$ cat config.mk
export PLATFORM = sky130hd
export DESIGN_NAME = sar_ctrl_param_flat
export DESIGN_NICKNAME = d
export VERILOG_FILES = /design/src/rtl/sar_ctrl_param_if.sv /design/src/rtl/sar_ctrl_param.sv /design/src/flat_wrapper.sv
export SDC_FILE = /design/constraint.sdc
export NUM_CORES = 1
export LEC_CHECK = 0
export ABC_AREA = 1
export CAP_MARGIN = 20
export CELL_PAD_IN_SITES_DETAIL_PLACEMENT = 0
export CELL_PAD_IN_SITES_GLOBAL_PLACEMENT = 1
export CORE_UTILIZATION = 41
export DETAILED_ROUTE_END_ITERATION = 7
export GPL_ROUTABILITY_DRIVEN = 0
export HOLD_SLACK_MARGIN = 0.03
export PLACE_DENSITY_LB_ADDON = 0.1
export SYNTH_ARGS = -nofsm -noshare
export SYNTH_HDL_FRONTEND = slang
export SYNTH_SLANG_ARGS = --single-unit
$ cat constraint.sdc
create_clock -name clk -period 3.9 [get_ports clk]
set_clock_uncertainty 0.15 [all_clocks]
set_input_delay 0.78 -clock clk [delete_from_list [all_inputs] [get_ports clk]]
set_output_delay 0.78 -clock clk [all_outputs]
set_load 0.01 [all_outputs]
$ cat src/rtl/sar_ctrl_param_if.sv
// Bus bundle for the SAR conversion controller.
// slave modport  : used by the controller (control/weight inputs, matrix/status outputs).
// master modport : used by whatever drives the controller.
// Inputs to the controller : start, abort, continuous, avg_control[2:0], sample_cycles[2:0],
//                            comparator_in, weight_we, weight_addr, weight_data.
// Outputs of the controller: sample, nsample, enable, busy, p_switch, n_switch, result,
//                            result_valid.
interface sar_ctrl_param_if #(
    parameter int MATRIX_BITS = 12,
    parameter int STEPS       = 15
);
    localparam int AW = (STEPS > 1) ? $clog2(STEPS) : 1;

    logic                   start;
    logic                   abort;
    logic                   continuous;
    logic [2:0]             avg_control;
    logic [2:0]             sample_cycles;
    logic                   comparator_in;
    logic                   weight_we;
    logic [AW-1:0]          weight_addr;
    logic [MATRIX_BITS-1:0] weight_data;

    logic                   sample;
    logic                   nsample;
    logic                   enable;
    logic                   busy;
    logic [MATRIX_BITS-1:0] p_switch;
    logic [MATRIX_BITS-1:0] n_switch;
    logic [MATRIX_BITS-1:0] result;
    logic                   result_valid;

    modport slave (
        input  start, abort, continuous, avg_control, sample_cycles, comparator_in,
               weight_we, weight_addr, weight_data,
        output sample, nsample, enable, busy, p_switch, n_switch, result, result_valid
    );

    modport master (
        output start, abort, continuous, avg_control, sample_cycles, comparator_in,
               weight_we, weight_addr, weight_data,
        input  sample, nsample, enable, busy, p_switch, n_switch, result, result_valid
    );
endinterface

$ cat src/rtl/sar_ctrl_param.sv
// Nonbinary successive-approximation controller with optional majority averaging
// of the final AVG_STEPS decisions.
// Ports:
//   clk  - rising-edge clock
//   rst  - asynchronous active-low reset
//   bus  - sar_ctrl_param_if.slave: start/abort/continuous, averaging exponent,
//          sample length, comparator decision, weight write port, matrix switch
//          drives, status flags and the conversion result with its valid pulse.
module sar_ctrl_param #(
    parameter int MATRIX_BITS = 12,
    parameter int STEPS       = 15,
    parameter int AVG_STEPS   = 4
) (
    input logic            clk,
    input logic            rst,
    sar_ctrl_param_if.slave bus
);
    localparam int KW = (STEPS > 1) ? $clog2(STEPS) : 1;
    localparam logic [KW-1:0] LAST_K    = KW'(STEPS - 1);
    localparam logic [KW-1:0] AVG_K     = KW'(STEPS - AVG_STEPS);
    localparam logic [KW:0]   STEPS_EXT = (KW + 1)'(STEPS);

    typedef enum logic [1:0] {IDLE, SAMPLE, CONVERT, DONE} state_t;

    // Power-on weight table; only defined for the 12-bit / 15-step matrix.
    function automatic logic [MATRIX_BITS-1:0] reset_weight(input int idx);
        int v;
        v = 0;
        if (MATRIX_BITS == 12 && STEPS == 15) begin
            case (idx)
                0:  v = 1792;
                1:  v = 1024;
                2:  v = 512;
                3:  v = 320;
                4:  v = 192;
                5:  v = 96;
                6:  v = 64;
                7:  v = 32;
                8:  v = 24;
                9:  v = 16;
                10: v = 10;
                11: v = 6;
                12: v = 4;
                13: v = 2;
                14: v = 1;
                default: v = 0;
            endcase
        end
        return MATRIX_BITS'(v);
    endfunction

    state_t                 state_q, state_d;
    logic [MATRIX_BITS-1:0] data_q, data_d;
    logic [MATRIX_BITS-1:0] result_q, result_d;
    logic                   rvalid_q, rvalid_d;
    logic [KW-1:0]          k_q, k_d;
    logic [4:0]             cnt_q, cnt_d;     // sample-cycle count, or cycle within an averaged step
    logic [4:0]             ones_q, ones_d;   // comparator ones seen so far in an averaged step
    logic                   cont_q;
    logic [2:0]             avg_q, smp_q;
    logic [MATRIX_BITS-1:0] w_q [STEPS];

    logic [MATRIX_BITS-1:0] trial;
    logic                   avg_on;
    logic [4:0]             n_last, half, ones_sum;
    logic                   step_done, decision, enter_sample;

    assign trial    = data_q + w_q[k_q];
    assign avg_on   = (avg_q >= 3'd1) && (avg_q <= 3'd4) && (k_q >= AVG_K);
    assign n_last   = (5'd1 << avg_q) - 5'd1;
    assign half     = 5'd1 << (avg_q - 3'd1);
    assign ones_sum = ones_q + {4'd0, bus.comparator_in};

    always_comb begin
        state_d      = state_q;
        data_d       = data_q;
        result_d     = result_q;
        rvalid_d     = 1'b0;
        k_d          = k_q;
        cnt_d        = cnt_q;
        ones_d       = ones_q;
        step_done    = 1'b0;
        decision     = 1'b0;
        enter_sample = 1'b0;

        case (state_q)
            IDLE: begin
                if (bus.start) begin
                    state_d      = SAMPLE;
                    enter_sample = 1'b1;
                end
            end
            SAMPLE: begin
                if (cnt_q == {2'b00, smp_q}) begin
                    state_d = CONVERT;
                    data_d  = '0;
                    k_d     = '0;
                    cnt_d   = '0;
                    ones_d  = '0;
                end else begin
                    cnt_d = cnt_q + 5'd1;
                end
            end
            CONVERT: begin
                if (avg_on) begin
                    // Majority vote: the last cycle of the step includes its own decision.
                    if (cnt_q == n_last) begin
                        step_done = 1'b1;
                        decision  = (ones_sum >= half);
                    end else begin
                        cnt_d  = cnt_q + 5'd1;
                        ones_d = ones_sum;
                    end
                end else begin
                    step_done = 1'b1;
                    decision  = bus.comparator_in;
                end
                if (step_done) begin
                    cnt_d  = '0;
                    ones_d = '0;
                    if (decision) begin
                        data_d = trial;
                    end
                    if (k_q == LAST_K) begin
                        state_d  = DONE;
                        result_d = decision ? trial : data_q;
                        rvalid_d = 1'b1;
                    end else begin
                        k_d = k_q + KW'(1);
                    end
                end
            end
            DONE: begin
                if (cont_q) begin
                    state_d      = SAMPLE;
                    enter_sample = 1'b1;
                end else begin
                    state_d = IDLE;
                end
            end
            default: state_d = IDLE;
        endcase

        // Abort wins over everything, including a conversion about to finish.
        if (bus.abort && state_q != IDLE) begin
            state_d      = IDLE;
            result_d     = result_q;
            rvalid_d     = 1'b0;
            cnt_d        = '0;
            ones_d       = '0;
            enter_sample = 1'b0;
        end
        if (enter_sample) begin
            cnt_d = '0;
        end
    end

    always_ff @(posedge clk or negedge rst) begin
        if (!rst) begin
            state_q  <= IDLE;
            data_q   <= '0;
            result_q <= '0;
            rvalid_q <= 1'b0;
            k_q      <= '0;
            cnt_q    <= '0;
            ones_q   <= '0;
            cont_q   <= 1'b0;
            avg_q    <= '0;
            smp_q    <= '0;
            for (int i = 0; i < STEPS; i++) begin
                w_q[i] <= reset_weight(i);
            end
        end else begin
            state_q  <= state_d;
            data_q   <= data_d;
            result_q <= result_d;
            rvalid_q <= rvalid_d;
            k_q      <= k_d;
            cnt_q    <= cnt_d;
            ones_q   <= ones_d;
            if (enter_sample) begin
                cont_q <= bus.continuous;
                avg_q  <= bus.avg_control;
                smp_q  <= bus.sample_cycles;
            end
            if (state_q == IDLE && bus.weight_we && ({1'b0, bus.weight_addr} < STEPS_EXT)) begin
                w_q[bus.weight_addr] <= bus.weight_data;
            end
        end
    end

    assign bus.sample       = (state_q == IDLE) || (state_q == SAMPLE);
    assign bus.nsample      = ~bus.sample;
    assign bus.enable       = (state_q == SAMPLE) || (state_q == CONVERT);
    assign bus.busy         = (state_q != IDLE);
    assign bus.n_switch     = (state_q == CONVERT) ? trial : '0;
    assign bus.p_switch     = ~bus.n_switch;
    assign bus.result       = result_q;
    assign bus.result_valid = rvalid_q;
endmodule

$ cat src/flat_wrapper.sv
// flat-port wrapper written by rule: the top's interface ports become plain ports
module sar_ctrl_param_flat 
#(
    parameter int MATRIX_BITS = 12,
    parameter int STEPS       = 15,
    parameter int AVG_STEPS   = 4
)
  (clk, rst, bus_start, bus_abort, bus_continuous, bus_avg_control, bus_sample_cycles, bus_comparator_in, bus_weight_we, bus_weight_addr, bus_weight_data, bus_sample, bus_nsample, bus_enable, bus_busy, bus_p_switch, bus_n_switch, bus_result, bus_result_valid);
  sar_ctrl_param_if #(.MATRIX_BITS(MATRIX_BITS), .STEPS(STEPS)) bus_i ();
  input logic clk;
  input logic rst;
  input wire logic [$bits(bus_i.start)-1:0] bus_start;
  input wire logic [$bits(bus_i.abort)-1:0] bus_abort;
  input wire logic [$bits(bus_i.continuous)-1:0] bus_continuous;
  input wire logic [$bits(bus_i.avg_control)-1:0] bus_avg_control;
  input wire logic [$bits(bus_i.sample_cycles)-1:0] bus_sample_cycles;
  input wire logic [$bits(bus_i.comparator_in)-1:0] bus_comparator_in;
  input wire logic [$bits(bus_i.weight_we)-1:0] bus_weight_we;
  input wire logic [$bits(bus_i.weight_addr)-1:0] bus_weight_addr;
  input wire logic [$bits(bus_i.weight_data)-1:0] bus_weight_data;
  output wire logic [$bits(bus_i.sample)-1:0] bus_sample;
  output wire logic [$bits(bus_i.nsample)-1:0] bus_nsample;
  output wire logic [$bits(bus_i.enable)-1:0] bus_enable;
  output wire logic [$bits(bus_i.busy)-1:0] bus_busy;
  output wire logic [$bits(bus_i.p_switch)-1:0] bus_p_switch;
  output wire logic [$bits(bus_i.n_switch)-1:0] bus_n_switch;
  output wire logic [$bits(bus_i.result)-1:0] bus_result;
  output wire logic [$bits(bus_i.result_valid)-1:0] bus_result_valid;
  assign bus_i.start = bus_start;
  assign bus_i.abort = bus_abort;
  assign bus_i.continuous = bus_continuous;
  assign bus_i.avg_control = bus_avg_control;
  assign bus_i.sample_cycles = bus_sample_cycles;
  assign bus_i.comparator_in = bus_comparator_in;
  assign bus_i.weight_we = bus_weight_we;
  assign bus_i.weight_addr = bus_weight_addr;
  assign bus_i.weight_data = bus_weight_data;
  assign bus_sample = bus_i.sample;
  assign bus_nsample = bus_i.nsample;
  assign bus_enable = bus_i.enable;
  assign bus_busy = bus_i.busy;
  assign bus_p_switch = bus_i.p_switch;
  assign bus_n_switch = bus_i.n_switch;
  assign bus_result = bus_i.result;
  assign bus_result_valid = bus_i.result_valid;
  sar_ctrl_param #(.MATRIX_BITS(MATRIX_BITS), .STEPS(STEPS), .AVG_STEPS(AVG_STEPS)) u_core (.clk(clk), .rst(rst), .bus(bus_i));
endmodule
==> summary.md <==
| Metric | Value |
|---|---|
| Die Ht | 167 um |
| Syn nets | 1428 |
| Worst Hold Class | in -> async |
| Critical path fanouts, max | 5 |
| Final Total Pwr | 12.4 mW |
| CTS buffer count | 27 |
| Net count, final | 1555 |
| Antenna viol nets, final | 0 |
| Setup TNS | -9.05 ns |
| Root Driver | clkbuf_16 |
| CTS Hold Bufs | 0 |
| Fill cells | 2562 |
| Multi-input logic area | 5250 um2 |
| Lkg Pwr | 6.75 nW |
| Maxcap violations | 0 |
| Vias per cell | 5.20 |
| Non-Filler Instances | 1860 |
| Vias | 9675 |
| Failing checks | setup timing |
| Hold Vio Cnt, Final | 0 |
| FF-to-FF Start | u_core.k_q[0] |
| RR Endpoint | u_core.data_q[10] |
| Outcome | finished, violations left |
| Peak VDD IR | 379 uV |
| CP startpoint kind | flop |
| RSZ-0062 raised after global routing | true |
| Clock Path Buffers | 3 |
| Worst-path clk slew | 0.06 ns |
| Placed cells | 1781 |
| Worst-skew pair later-pin latency | 0.55 ns |
| Drt drc | 0 |
| Largest net degree at the start of global routing | 81 |
| Flop-to-flop setup slack | 0.15 ns |
| DPL Wire Length | 21700 um |
| Initial core utilization | 0.416 |
| Initial antenna violation count | 0 |
| Period utilization | 1.16 |
| Die Area | 27900 um2 |
| WP data arrival | 3.59 ns |
| Fin Hold WS | 0.0389 ns |
| Gr ovfl total | 0 |
| Io pins | 70 |
| Crit path required time | 2.97 ns |
| Worst-Margin Slew | 0.902 ns |
| Share of layout cells above drive strength 1 | 0.198 |
| I/O Buffers | 69 |
| Gr usage total | 0.241 |
| Setup crit end kind | output pin |
| WL/cell | 17.6 um |
| CTS H-tree depth | 1 |
| Count of state elements after synthesis | 228 |
| Final worst slack | -0.619 ns |
| Synthesized instance count | 1372 |
| DRT Pass-1 Iters | 8 |
| Starting DRT DRC Count | 644 |
| Avg Synthesized Cell Area | 8.15 um2 |
| Vias in the first global route | 9650 |
| Die width | 167 um |
| Sequential area share after synthesis | 0.513 |
| Synth Cell Area | 11200 um2 |
| Synthesis-to-layout area growth | 28.9% |
| Core area | 26900 um2 |
| Fin. max-slew vios | 0 |
| Global-route wire length before repair | 52900 um |
| Final min period | 4.52 ns |
| Max_slew headroom | 0.397 |
| WS Path Type | reg -> out |
| Sequential Area | 5740 um2 |
| R2R depth | 24 |
| CTS tree | built |
| Row count | 60 |
| Final setup violation count | 22 |
| Syn. warnings | 0 |
| Pwr/cell area | 859 nW/um2 |
| Max frequency | 221 MHz |
| Final WL | 32800 um |
| Unique masters post-synth | 39 |
| Ant diodes | 0 |
| Clock sinks | 228 |
==> final cells by class <==
type                       instances  area share
sequential                       228       0.398
multi-input combinational        954       0.364
tap                              341      0.0296
inverter                         115      0.0305
clock buffer                      37      0.0537
clock inverter                    12      0.0111
timing repair buffer             173       0.113
==> cell families after synthesis <==
family,Yosys count,share of synthesized area
buf+inv,190,0.0652
mux,1,0.00101
compound gates,381,0.187
xor+xnor,17,0.0133
simple gates,528,0.190
flops,228,0.513
fa+ha+maj,27,0.0309
==> Yosys cell counts <==
master       n  area, um2
nand2_1    355       1330
o21ai_0    285       1430
dfrtp_1    205       5130
inv_1      108        405
nor2_1      82        308
clkbuf_1    68        255
nand3_1     67        335
ha_1        26        325
dfstp_2     23        604
a221oi_1    22        193
o21ai_1     19       95.1
a21oi_1     18       90.1
xor2_1      14        123
a22oi_1     11       82.6
a2bb2oi_1    7       61.3
o211ai_1     7       52.6
nor3_1       6       30.0
buf_2        5       25.0
nor2_2       5       31.3
o22ai_1      5       31.3
inv_2        4       15.0
nand2_2      4       25.0
nand4_1      4       25.0
o21bai_1     4       30.0
xnor2_1      3       26.3
clkinv_1     2       7.51
a21o_1       1       7.51
and2_0       1       6.26
and2_1       1       6.26
buf_1        1       3.75
buf_6        1       11.3
fa_1         1       20.0
inv_4        1       6.26
mux2_2       1       11.3
nor3_4       1       16.3
o2111ai_1    1       8.76
o31ai_1      1       7.51
or2_1        1       6.26
or2_2        1       6.26
==> how the worst max path moves through the flow <==
| stage | startpoint | to | slack [ns] | cells after the start |
|---|---|---|---|---|
| global placement | u_core.k_q[1] | bus_n_switch[10] | -0.51 | 16 |
| floorplan | u_core.k_q[0] | bus_p_switch[8] | -0.04 | 18 |
| finish | u_core.k_q[0] | bus_p_switch[8] | -0.62 | 18 |
| global route | u_core.k_q[1] | bus_p_switch[8] | -0.73 | 18 |
| CTS | u_core.k_q[0] | bus_p_switch[11] | -0.59 | 19 |
| detailed placement | u_core.k_q[0] | bus_n_switch[10] | -0.48 | 16 |
==> timing repair <==
| action | CTS | global route |
|---|---|---|
| gates cloned | 2 | 1 |
| pin swaps | 57 | 46 |
| gates resized for setup | 185 | 59 |
| setup endpoints to repair | 24 | 26 |
| setup buffers | 35 | 6 |
==> report_power, final <==
part | leakage, nW | internal, mW | switching (mW) | total, mW
logic | 3.39 | 2.58 | 3.12 | 5.70
clock network | 0.461 | 1.59 | 1.03 | 2.62
registers | 2.91 | 3.41 | 0.639 | 4.05
==> sequential cells by signal (all words and copies together) (netlist names) <==
name / flops
u_core.avg_q: 3
u_core.bus.result: 12
u_core.bus.result_valid: 1
u_core.cnt_q: 5
u_core.cont_q: 1
u_core.data_q: 12
u_core.k_q: 4
u_core.ones_q: 5
u_core.smp_q: 3
u_core.state_q: 2
u_core.w_q: 180
==> per-layer routing <==
layer,part of all wire,up-vias,wire length (um),track usage
met3,0.042,56,1390,0.0291
met5,0,-,0,0
met4,0.025,0,822,0.0682
met2,0.46,211,15200,0.397
met1,0.47,4602,15400,0.335
li1,-,4806,-,-
==> cells in the final DEF (no fill, tap or decap), types with 9 or more instances in the layout <==
master,netlist,routed
inv_2,4,10
o21ai_1,19,38
nand2_1,355,336
clkdlybuf4s50_1,0,44
buf_2,5,19
nand3_1,67,53
ha_1,26,21
buf_6,1,22
dfstp_2,23,23
a21oi_1,18,13
nor2_2,5,9
inv_1,108,102
nand3_2,0,12
clkbuf_16,0,28
o21ai_0,285,265
dfrtp_1,205,204
a22oi_1,11,11
nand2_2,4,17
a221oi_2,0,14
nor2_1,82,75
buf_4,0,71
==> critical path: stages, from the launching register on <==
cell	delay (ns)
dfrtp_2	0.43
nand2_2	0.11
clkinv_4	0.07
buf_12	0.14
buf_8	0.13
a221oi_2	0.25
o21ai_1	0.10
nand3_1	0.13
o211ai_1	0.20
ha_1	0.39
a21oi_2	0.17
inv_2	0.06
buf_4	0.14
a21oi_2	0.12
nand2_2	0.08
xor2_2	0.19
nor2_2	0.12
inv_1	0.06
buf_2	0.13
==> through the flow <==
step	setup WS [ns]	util	area (um2)
after floorplan	-0.0367	-	11200
after global placement	-0.515	0.471	12700
after detailed placement	-0.479	0.471	12700
after CTS	-0.590	0.528	14200
after global routing	-0.731	0.536	14400
final	-0.619	0.536	14400
Power figures use the tool's default switching activity.
